$ cat config.mk
export PLATFORM = sky130hd
export DESIGN_NAME = pll_reconfig_sched_flat
export DESIGN_NICKNAME = d
export VERILOG_FILES = /design/src/rtl/pll_reconfig_sched_pkg.sv /design/src/rtl/pll_reconfig_sched_if.sv /design/src/rtl/pll_reconfig_sched_rr_arb2.sv /design/src/rtl/pll_reconfig_sched.sv /design/src/flat_wrapper.sv
export SDC_FILE = /design/constraint.sdc
export NUM_CORES = 1
export LEC_CHECK = 0
export ABC_AREA = 1
export BUFFER_PORTS_ARGS = -buffer_cell sky130_fd_sc_hd__buf_2
export CORE_MARGIN = 1.5
export CORE_UTILIZATION = 50
export DETAILED_ROUTE_END_ITERATION = 10
export PLACE_DENSITY = 0.78
export SKIP_LAST_GASP = 1
export SYNTH_ARGS = -nofsm -noshare
export SYNTH_HDL_FRONTEND = slang
export SYNTH_SLANG_ARGS = --single-unit
$ cat constraint.sdc
create_clock -name clock -period 1.95 [get_ports clock]
set_input_delay 0 -clock clock [delete_from_list [all_inputs] [get_ports clock]]
set_output_delay 0 -clock clock [all_outputs]
set_load 0.03 [all_outputs]
$ cat src/rtl/pll_reconfig_sched_pkg.sv
// pll_sched_pkg -- shared types and constants for the PLL reconfiguration
// scheduler.
//   sched_state_t : scheduler FSM states (also exported as a debug output)
//   rsp_status_t  : result code returned with each ack pulse
//   LOCK_STABLE_CYCLES : consecutive synchronized-lock cycles required for OK
//   FACTOR_W      : width of the multiply / divide factors
//   N_REQ         : number of requesters
package pll_sched_pkg;

  localparam int LOCK_STABLE_CYCLES = 4;
  localparam int FACTOR_W           = 8;
  localparam int N_REQ              = 2;

  typedef enum logic [2:0] {
    IDLE      = 3'd0,
    CHECK     = 3'd1,
    TRIG      = 3'd2,
    WAIT_BUSY = 3'd3,
    WAIT_DONE = 3'd4,
    WAIT_LOCK = 3'd5,
    RESP      = 3'd6
  } sched_state_t;

  typedef enum logic [1:0] {
    RSP_OK      = 2'd0,
    RSP_BAD_ARG = 2'd1,
    RSP_TO_BUSY = 2'd2,
    RSP_TO_LOCK = 2'd3
  } rsp_status_t;

endpackage

$ cat src/rtl/pll_reconfig_sched_if.sv
// pll_reconfig_sched_if -- requester-side bus of the PLL reconfiguration
// scheduler.
//   req        : per-requester request level
//   req_mult   : per-requester multiply factor
//   req_div    : per-requester divide factor
//   ack        : per-requester one-cycle completion pulse
//   rsp_status : result code, meaningful only in the ack cycle
//
// Handshake: a requester raises req[i] with req_mult[i]/req_div[i] stable and
// keeps them until it sees ack[i]; ack[i] is a single-cycle pulse carrying
// rsp_status, after which the requester drops req[i] (or keeps it high to
// issue a new request). Once granted, a transaction always ends in an ack,
// even if req[i] is dropped early.
interface pll_reconfig_sched_if;
  import pll_sched_pkg::*;

  logic [N_REQ-1:0]               req;
  logic [N_REQ-1:0][FACTOR_W-1:0] req_mult;
  logic [N_REQ-1:0][FACTOR_W-1:0] req_div;
  logic [N_REQ-1:0]               ack;
  logic [1:0]                     rsp_status;

  modport master (output req, req_mult, req_div, input ack, rsp_status);
  modport slave  (input req, req_mult, req_div, output ack, rsp_status);

endinterface

$ cat src/rtl/pll_reconfig_sched_rr_arb2.sv
// rr_arb2 -- two-way round-robin arbiter.
//   clk, rst  : clock, asynchronous active-high reset
//   req_i     : request vector
//   accept_i  : the current grant is taken; rotate priority
//   gnt_o     : one-hot grant (zero when no request)
// After reset requester 0 has priority; an accepted grant hands priority to
// the other requester.
module rr_arb2 (
  input  logic       clk,
  input  logic       rst,
  input  logic [1:0] req_i,
  input  logic       accept_i,
  output logic [1:0] gnt_o
);

  // Requester that wins when both request.
  logic prio_q, prio_d;

  always_comb begin
    gnt_o = 2'b00;
    if (prio_q == 1'b0) begin
      if (req_i[0])      gnt_o = 2'b01;
      else if (req_i[1]) gnt_o = 2'b10;
    end else begin
      if (req_i[1])      gnt_o = 2'b10;
      else if (req_i[0]) gnt_o = 2'b01;
    end
  end

  always_comb begin
    prio_d = prio_q;
    if (accept_i && gnt_o[0])      prio_d = 1'b1;
    else if (accept_i && gnt_o[1]) prio_d = 1'b0;
  end

  always_ff @(posedge clk or posedge rst) begin
    if (rst) prio_q <= 1'b0;
    else     prio_q <= prio_d;
  end

endmodule

$ cat src/rtl/pll_reconfig_sched.sv
// pll_reconfig_sched -- arbitrates reconfiguration requests from two clients
// and sequences the PLL_INTERFACE handshake (trigger, busy, lock).
//   clock, reset    : system clock, asynchronous active-high reset
//   bus             : requester bus (req / factors in, ack / rsp_status out)
//   trigger         : reconfiguration start pulse, TRIG_CYCLES wide
//   MultiFactor     : multiply factor presented to PLL_INTERFACE
//   DividFactor     : divide factor presented to PLL_INTERFACE
//   busy            : PLL_INTERFACE reconfiguration in progress
//   locked          : PLL lock, asynchronous to clock
//   sched_busy      : high whenever the FSM is not idle
//   dbg_state_o     : current FSM state
module pll_reconfig_sched
  import pll_sched_pkg::*;
#(
  parameter int TRIG_CYCLES    = 5,
  parameter int TIMEOUT_CYCLES = 4096
) (
  input  logic                  clock,
  input  logic                  reset,
  pll_reconfig_sched_if.slave   bus,
  output logic                  trigger,
  output logic [FACTOR_W-1:0]   MultiFactor,
  output logic [FACTOR_W-1:0]   DividFactor,
  input  logic                  busy,
  input  logic                  locked,
  output logic                  sched_busy,
  output sched_state_t          dbg_state_o
);

  localparam logic [15:0] TRIG_LAST    = 16'(TRIG_CYCLES - 1);
  localparam logic [15:0] TIMEOUT_LAST = 16'(TIMEOUT_CYCLES - 1);
  localparam logic [2:0]  LOCK_LAST    = 3'(LOCK_STABLE_CYCLES - 1);

  sched_state_t        state_q, state_d;
  logic [N_REQ-1:0]    gnt_q, gnt_d;
  logic [FACTOR_W-1:0] lm_q, lm_d, ld_q, ld_d;
  logic [FACTOR_W-1:0] mf_q, mf_d, df_q, df_d;
  rsp_status_t         status_q, status_d;
  logic [15:0]         cnt_q, cnt_d;
  logic [2:0]          lock_cnt_q, lock_cnt_d;
  logic [1:0]          lock_sync_q;
  logic                locked_s;

  logic [N_REQ-1:0]    arb_gnt;
  logic                arb_accept;
  logic [FACTOR_W-1:0] sel_mult, sel_div;

  assign locked_s = lock_sync_q[1];

  rr_arb2 u_arb (
    .clk      (clock),
    .rst      (reset),
    .req_i    (bus.req),
    .accept_i (arb_accept),
    .gnt_o    (arb_gnt)
  );

  // AND-OR mux of the granted requester's factors (grant is one-hot).
  always_comb begin
    sel_mult = '0;
    sel_div  = '0;
    for (int i = 0; i < N_REQ; i++) begin
      if (arb_gnt[i]) begin
        sel_mult = sel_mult | bus.req_mult[i];
        sel_div  = sel_div  | bus.req_div[i];
      end
    end
  end

  always_comb begin
    state_d    = state_q;
    gnt_d      = gnt_q;
    lm_d       = lm_q;
    ld_d       = ld_q;
    mf_d       = mf_q;
    df_d       = df_q;
    status_d   = status_q;
    lock_cnt_d = lock_cnt_q;
    arb_accept = 1'b0;

    unique case (state_q)
      IDLE: begin
        if (|bus.req) begin
          arb_accept = 1'b1;
          gnt_d      = arb_gnt;
          lm_d       = sel_mult;
          ld_d       = sel_div;
          state_d    = CHECK;
        end
      end
      CHECK: begin
        if (lm_q == '0 || ld_q == '0) begin
          status_d = RSP_BAD_ARG;
          state_d  = RESP;
        end else if (lm_q == mf_q && ld_q == df_q && locked_s) begin
          // PLL already running at these factors: nothing to do.
          status_d = RSP_OK;
          state_d  = RESP;
        end else begin
          mf_d    = lm_q;
          df_d    = ld_q;
          state_d = TRIG;
        end
      end
      TRIG: begin
        if (cnt_q == TRIG_LAST) state_d = WAIT_BUSY;
      end
      WAIT_BUSY: begin
        if (busy) begin
          state_d = WAIT_DONE;
        end else if (cnt_q == TIMEOUT_LAST) begin
          status_d = RSP_TO_BUSY;
          state_d  = RESP;
        end
      end
      WAIT_DONE: begin
        if (!busy) begin
          state_d = WAIT_LOCK;
        end else if (cnt_q == TIMEOUT_LAST) begin
          status_d = RSP_TO_BUSY;
          state_d  = RESP;
        end
      end
      WAIT_LOCK: begin
        if (locked_s && lock_cnt_q == LOCK_LAST) begin
          status_d = RSP_OK;
          state_d  = RESP;
        end else if (cnt_q == TIMEOUT_LAST) begin
          status_d = RSP_TO_LOCK;
          state_d  = RESP;
        end else if (locked_s) begin
          lock_cnt_d = lock_cnt_q + 3'd1;
        end else begin
          lock_cnt_d = '0;
        end
      end
      RESP: begin
        state_d = IDLE;
      end
      default: begin
        state_d = IDLE;
      end
    endcase

    // Phase timer and lock-run counter restart on every state change; the
    // timer saturates instead of wrapping.
    if (state_d != state_q) begin
      cnt_d      = '0;
      lock_cnt_d = '0;
    end else if (cnt_q != 16'hFFFF) begin
      cnt_d = cnt_q + 16'd1;
    end else begin
      cnt_d = cnt_q;
    end
  end

  always_ff @(posedge clock or posedge reset) begin
    if (reset) begin
      state_q     <= IDLE;
      gnt_q       <= '0;
      lm_q        <= '0;
      ld_q        <= '0;
      mf_q        <= FACTOR_W'(1);
      df_q        <= FACTOR_W'(1);
      status_q    <= RSP_OK;
      cnt_q       <= '0;
      lock_cnt_q  <= '0;
      lock_sync_q <= '0;
    end else begin
      state_q     <= state_d;
      gnt_q       <= gnt_d;
      lm_q        <= lm_d;
      ld_q        <= ld_d;
      mf_q        <= mf_d;
      df_q        <= df_d;
      status_q    <= status_d;
      cnt_q       <= cnt_d;
      lock_cnt_q  <= lock_cnt_d;
      lock_sync_q <= {lock_sync_q[0], locked};
    end
  end

  // Decoded straight from the state register so that reset clears trigger,
  // ack and sched_busy without waiting for a clock edge.
  always_comb begin
    bus.ack = '0;
    if (state_q == RESP) bus.ack = gnt_q;
  end

  assign bus.rsp_status = status_q;
  assign trigger        = (state_q == TRIG);
  assign MultiFactor    = mf_q;
  assign DividFactor    = df_q;
  assign sched_busy     = (state_q != IDLE);
  assign dbg_state_o    = state_q;

endmodule

$ cat src/flat_wrapper.sv
// flat-port wrapper written by rule: the top's interface ports become plain ports
module pll_reconfig_sched_flat import pll_sched_pkg::*;
#(
  parameter int TRIG_CYCLES    = 5,
  parameter int TIMEOUT_CYCLES = 4096
)
  (clock, reset, trigger, MultiFactor, DividFactor, busy, locked, sched_busy, dbg_state_o, bus_req, bus_req_mult, bus_req_div, bus_ack, bus_rsp_status);
  pll_reconfig_sched_if bus_i ();
  input  logic clock;
  input  logic reset;
  output logic trigger;
  output logic [FACTOR_W-1:0] MultiFactor;
  output logic [FACTOR_W-1:0] DividFactor;
  input  logic busy;
  input  logic locked;
  output logic sched_busy;
  output sched_state_t dbg_state_o;
  input wire logic [$bits(bus_i.req)-1:0] bus_req;
  input wire logic [$bits(bus_i.req_mult)-1:0] bus_req_mult;
  input wire logic [$bits(bus_i.req_div)-1:0] bus_req_div;
  output wire logic [$bits(bus_i.ack)-1:0] bus_ack;
  output wire logic [$bits(bus_i.rsp_status)-1:0] bus_rsp_status;
  assign bus_i.req = bus_req;
  assign bus_i.req_mult = bus_req_mult;
  assign bus_i.req_div = bus_req_div;
  assign bus_ack = bus_i.ack;
  assign bus_rsp_status = bus_i.rsp_status;
  pll_reconfig_sched #(.TRIG_CYCLES(TRIG_CYCLES), .TIMEOUT_CYCLES(TIMEOUT_CYCLES)) u_core (.clock(clock), .reset(reset), .bus(bus_i), .trigger(trigger), .MultiFactor(MultiFactor), .DividFactor(DividFactor), .busy(busy), .locked(locked), .sched_busy(sched_busy), .dbg_state_o(dbg_state_o));
endmodule
* Word level (Yosys, flattened, before mapping)
Cells that the tools add are included.
Widths: inputs -> output; s select.
** Word-level totals
- Output and inout bits :: 25
- Register bits after elaboration :: 61
- Input port bits :: 38
- Word-level logic and storage cells :: 93
** Operators by class
- $add $sub $neg :: 2
- Bitwise gates (word level) :: 4
- Mux-type cells :: 38
- Reductions and logical operators :: 19
- Equality and inequality tests :: 19
** Operator list (number)
- $mux 3 :: 13
- $mux 16 :: 2
- $mux 8 :: 4
- $mux 2 :: 12
- $pmux 3 s6 :: 1
- $add 16x1->16 const B :: 1
- $eq 16x12->1 const B :: 1
- $eq 16x3->1 const B :: 1
- $eq 8x8->1 :: 2
- $logic_not 8->1 :: 2
- $ne 16x16->1 const B :: 1
- $or 8x8->8 :: 2
- $eq 3x2->1 const B :: 3
- $eq 3x3->1 const B :: 3
- $ne 2x2->1 const B :: 4
- $pmux 2 s4 :: 1
- $ne 3x1->1 const B :: 2
- $reduce_and 3->1 :: 2
- $reduce_bool 2->1 :: 3
- $logic_and 1x1->1 :: 5
- $mux 1 :: 5
- $reduce_and 5->1 :: 1
- $reduce_bool 4->1 :: 1
- $add 3x1->3 const B :: 1
- other kinds (8) :: 9

* Depth between registers and ports, before layout
- Depth after elaboration :: 9
- Mapped depth :: 13
- Mapped depth without buffers :: 12

* Hierarchy
From an unflattened synthesis, not the netlist that was laid out.
** Unflattened totals
- Cell total of the unflattened synthesis :: 464
- Area, all modules :: 3415.8 µm²
** Modules (own cells, without submodules)
- pll_reconfig_sched :: area each 3352.0 µm², cells an instance 455, instances 1, seq. area each 1503.9 µm²
- rr_arb2 :: area each 63.8 µm², cells an instance 9, instances 1, seq. area each 25.0 µm²

* Least setup slack after synthesis
OpenSTA, ideal clock, no wires.
- Path type :: register to register
- Start point :: register u_core.state_q[0] (netlist: u_core.dbg_state_o[0])
- End point :: register u_core.cnt_q[3]
- Cell stages (with the launch flop) :: 10
- Data arrival time :: 1.870 ns
- Setup slack :: -0.041 ns
- Data required time :: 1.829 ns
- Buffers on the path :: 1
- Setup time :: 0.121 ns
- Period minus slack after synthesis :: 1.991 ns
- Path through :: dfrtp_1 -> nor2_1 -> inv_1 -> nor2_1 -> nor3_2 -> nand3_1 -> nand2_1 -> nand2_4 -> buf_6 -> nor2_1
** Between the ends
- Elaborated cells on any way between the ends :: 16
- Classes of those cells :: eq/ne: 6; mux: 8; reduce/logical: 2
** RTL lines
- start, declared :: line pll_reconfig_sched.sv:34 : sched_state_t state_q, state_d;
- start signal, assigned :: line pll_reconfig_sched.sv:170 : state_q <= state_d;
- $eq 3x2->1 (*)
- via trigger :: line flat_wrapper.sv:11 : output logic trigger;
- $pmux 3 s6 (*) :: line pll_reconfig_sched.sv:81 : unique case (state_q)
- $ne 3x3->1 (*) :: line pll_reconfig_sched.sv:147 : if (state_d != state_q) begin
- $mux 16 or $reduce_bool 2->1 (tied branches)
- end signal, assigned :: line pll_reconfig_sched.sv:177 : cnt_q <= cnt_d;
- end, declared :: line pll_reconfig_sched.sv:39 : logic [15:0] cnt_q, cnt_d;
Mark *: on every way through the listed nets, which the timed path passes. The rest lies on a longest branch.
A chain may end at the register's enable or synchronous reset.

* Worst setup path after layout
- Start point :: register u_core.cnt_q[1]
- End point :: register u_core.cnt_q[6]
** Between the ends
- Longest elaborated chain between the ends :: 6
- Elaborated cells on any way between the ends :: 14
- Classes of those cells :: add/sub: 1; eq/ne: 4; mux: 8; reduce/logical: 1
** RTL lines (line)
- $eq 16x12->1 :: pll_reconfig_sched.sv:111, pll_reconfig_sched.sv:119, pll_reconfig_sched.sv:128
- $mux 3 :: pll_reconfig_sched.sv:111, pll_reconfig_sched.sv:119, pll_reconfig_sched.sv:128
- $mux 3, on equally long branches :: pll_reconfig_sched.sv:125, pll_reconfig_sched.sv:109, pll_reconfig_sched.sv:117
- $pmux 3 s6 :: pll_reconfig_sched.sv:81
- $ne 3x3->1 :: pll_reconfig_sched.sv:147
- $mux 16 or $reduce_bool 2->1 (tied branches)
Parallel ways exist; a longest one is shown, timed or not. The select of a mux whose other input is x is not followed.

==> results.yml <==
outcome:
  status: "complete, but fails checks"
  failed_checks: "DRC"
yosys:
  synthDominantCellAreaShare_pct: 43.8
  yosys.area.top_type: "dfrtp_1"
  synth_area_leaders: "dfrtp_1 44%, nand2_1 12%, inv_1 9.6%"
  ys.flop_type: "dfrtp_1"
  syn-cell-area_um2: 3370
  synth-edff-count: 0
  postSynthRegisterBits: 61
  avgSynthCellArea_um2: 7.43
  yosys_warnings: 0
  syn_inst: 454
  syn-num-nets: 496
  async_flop_share_pct: 100
  synthDistinctLibCells: 30
  seq_area_frac_synth_pct: 45.3
critical_path:
  worst-r2r-setup-slack_ns: 0.16
  reg2reg_to: "u_core.cnt_q[6]"
  crit_top_cell: "nand2_1"
  slowest_stage: "dfrtp_1"
  r2r_start: "u_core.cnt_q[1]"
  cpPeakStageDelay_ns: 0.38
  arrival_ns: 2.02
  critPathKind: "register to register"
  cp-end-kind: "register"
  r2r_cells: 12
  critPathRequiredTime_ns: 2.18
  path_cells: "ha_1, inv_1, nor2_2, nand2_1, inv_2, nand3_2, nand2_1, nand2_1, nand3_1, nand2_2, nand2_2, nor2_1"
  path_delay_family: "simple AND/OR/NAND/NOR gates"
  path_buf_inv: 2
  start_kind: "register"
  worstPathMaxFanout: 5
cells_and_area:
  final_cell_area_um2: 4410
  drive_gt1_share_pct: 19.8
  nNetsFinal: 603
  synthToLayoutAreaGrowth_pct: 30.6
  n_antenna_cell: 0
  postLayoutCoreUtil_pct: 68.6
detailed_routing:
  drt-total-wl_um: 9000
  first_iter_violations: 149
  drc: 6
  ant_nets: 0
  dr_total_vias: 3370
  first_pass_iters: 8
  vias_per_cell: 5.24
  routedWlPerCell_um: 14.0
sta:
  tightest_slew_ns: 0.659
  period_needed_ns: 1.79
  holdWs_ns: 0.137
  rsz0062_at_grt: "false"
  fin_worst_skew_ns: 0.0110
  fmax_mhz: 559
  setup_tns_ns: 0
  slew_viol_final: 0
  relSlewSlack_pct: 56.0
  setup_viol: 0
  final-hold-violation-count: 0
  timing.final.crit_share_pct: 91.8
clock_tree:
  cts_buffer_depth: 2
  clock-sinks: 61
  clock-root-buffer: "clkbuf_8"
  htree_levels: 3
  insertion_delay_ns: 0.35
  cts_made_buffers: 9
  cts.clk_slew.worst_paths_ns: 0.08
  cts_tree: "done"
place:
  gp_congestion: 0.892
  postPlaceCellArea_um2: 3800
  post-dp-hpwl_um: 5770
  portBuffers: 62
floorplanning:
  core_um2: 6420
  die_area_um2: 7250
  die_w_um: 85.2
  fp.dieH_um: 85.2
  initial_core_util_pct: 52.5
  ios: 63
  core.rowCount: 29
flow_run:
  drv_cap: 0
global_routing:
  antenna_found_initial: 0
  grt_pass1_vias: 3450
  overflow: 0
  grt_usage_pct: 26.8
  grt_first_pass_wirelength_um: 15400
  grt_max_degree: 33
hold_path:
  worstHoldPathType: "primary input to asynchronous set/reset pin"
power_and_ir_drop:
  p_per_area_nw_per_um2: 1420
  ir_worst_vdd_v: 0.000964
  leakagePower_nw: 2.29
  total_power_mw: 6.27
[through the flow]
| step | cells | setup slack, ns |
|---|---|---|
| CTS | 640 | 0.132 |
| global placement | 589 | 0.238 |
| floorplan | 454 | 0.138 |
| finish | 643 | 0.160 |
| global route | 643 | 0.00555 |
| detailed placement | 589 | 0.175 |
[cells by family after synthesis]
| kind of cell | share of synthesized area, % |
|---|---|
| xor+xnor | 2.34 |
| simple gates | 29.5 |
| buf+inv | 11.4 |
| flops | 45.3 |
| fa+ha+maj | 1.48 |
| compound gates | 9.97 |
[per-layer routing]
metal | routed length [µm] | GRT usage (%) | vias to the layer above
met3 | 590 | 7.68 | 10
met5 | 0 | 0 | -
met2 | 4620 | 46.7 | 108
met4 | 118 | 11.0 | 0
met1 | 3660 | 31.0 | 1587
li1 | - | - | 1665
[worst register-to-register path: cells and delay by family (launching register included)]
| family | cells | cell delay (ns) |
|---|---|---|
| buffers and inverters | 2 | 0.15 |
| DFF | 1 | 0.38 |
| and+or+nand+nor | 9 | 0.99 |
| adders and majority gates | 1 | 0.16 |
[worst max path at each step]
| stage | startpoint | endpoint | slack [ns] | cells after the start |
|---|---|---|---|---|
| 2_1_floorplan | u_core.dbg_state_o[0] | u_core.cnt_q[3] | 0.14 | 11 |
| 3_3_place_gp | u_core.MultiFactor[0] | u_core.MultiFactor[7] | 0.24 | 10 |
| 3_5_place_dp | u_core.cnt_q[0] | u_core.cnt_q[6] | 0.18 | 12 |
| 4_1_cts | u_core.cnt_q[0] | u_core.cnt_q[6] | 0.13 | 12 |
| 5_1_grt | u_core.cnt_q[8] | u_core.cnt_q[10] | 0.006 | 10 |
| 6_report | u_core.cnt_q[1] | u_core.cnt_q[6] | 0.16 | 12 |
[cell usage in the layout, fill, tap and decap left out, drive strengths merged, types with 6 or more instances in the layout]
| master | count |
|---|---|
| dfrtp | 59 |
| o221ai | 16 |
| inv | 92 |
| buf | 68 |
| nand4 | 10 |
| dlygate4sd3 | 35 |
| clkbuf | 9 |
| o21ai | 30 |
| xor2 | 6 |
| nand3 | 43 |
| nand2 | 113 |
| nor2 | 58 |
[cell usage after synthesis (all sizes together) (4+ instances only)]
cell type / instances
nand3: 43
nor2: 58
nand4: 10
a21oi: 5
clkbuf: 6
o21ai: 30
xor2: 6
dfrtp: 59
o221ai: 16
ha: 4
nor3: 4
inv: 91
nand2: 111
[sequential cells by signal, indices dropped and copies added, names as in the netlist]
| signal | flops |
|---|---|
| u_core.ld_q | 8 |
| u_core.cnt_q | 16 |
| u_core.u_arb.prio_q | 1 |
| u_core.gnt_q | 2 |
| u_core.lock_cnt_q | 3 |
| u_core.lock_sync_q | 2 |
| u_core.dbg_state_o | 3 |
| u_core.bus.rsp_status | 2 |
| u_core.lm_q | 8 |
| u_core.DividFactor | 8 |
| u_core.MultiFactor | 8 |
[what timing repair did]
| action | 4_1_cts | 5_1_grt |
|---|---|---|
| resized for setup | 0 | 4 |
| endpoints found under the setup margin | 0 | 17 |
| setup buffers | 0 | 1 |
| hold buffers | 35 | 0 |
| hold endpoints to repair | 77 | 0 |
[power by group]
part           internal, mW  switching [mW]
Combinational         0.979            2.02
Clock                 0.725           0.529
Sequential             1.69           0.327
Total                  3.40            2.88
[final cells by class]
| type | count | area, µm² |
|---|---|---|
| Clock buffer | 9 | 124 |
| Tap cell | 77 | 96.3 |
| Sequential cell | 61 | 1530 |
| Timing Repair Buffer | 103 | 731 |
| Fill cell | 517 | 2010 |
| Clock inverter | 7 | 98.8 |
| Multi-Input combinational cell | 295 | 1490 |
| Inverter | 91 | 342 |
Note: power is estimated with default switching activity, not from simulation.
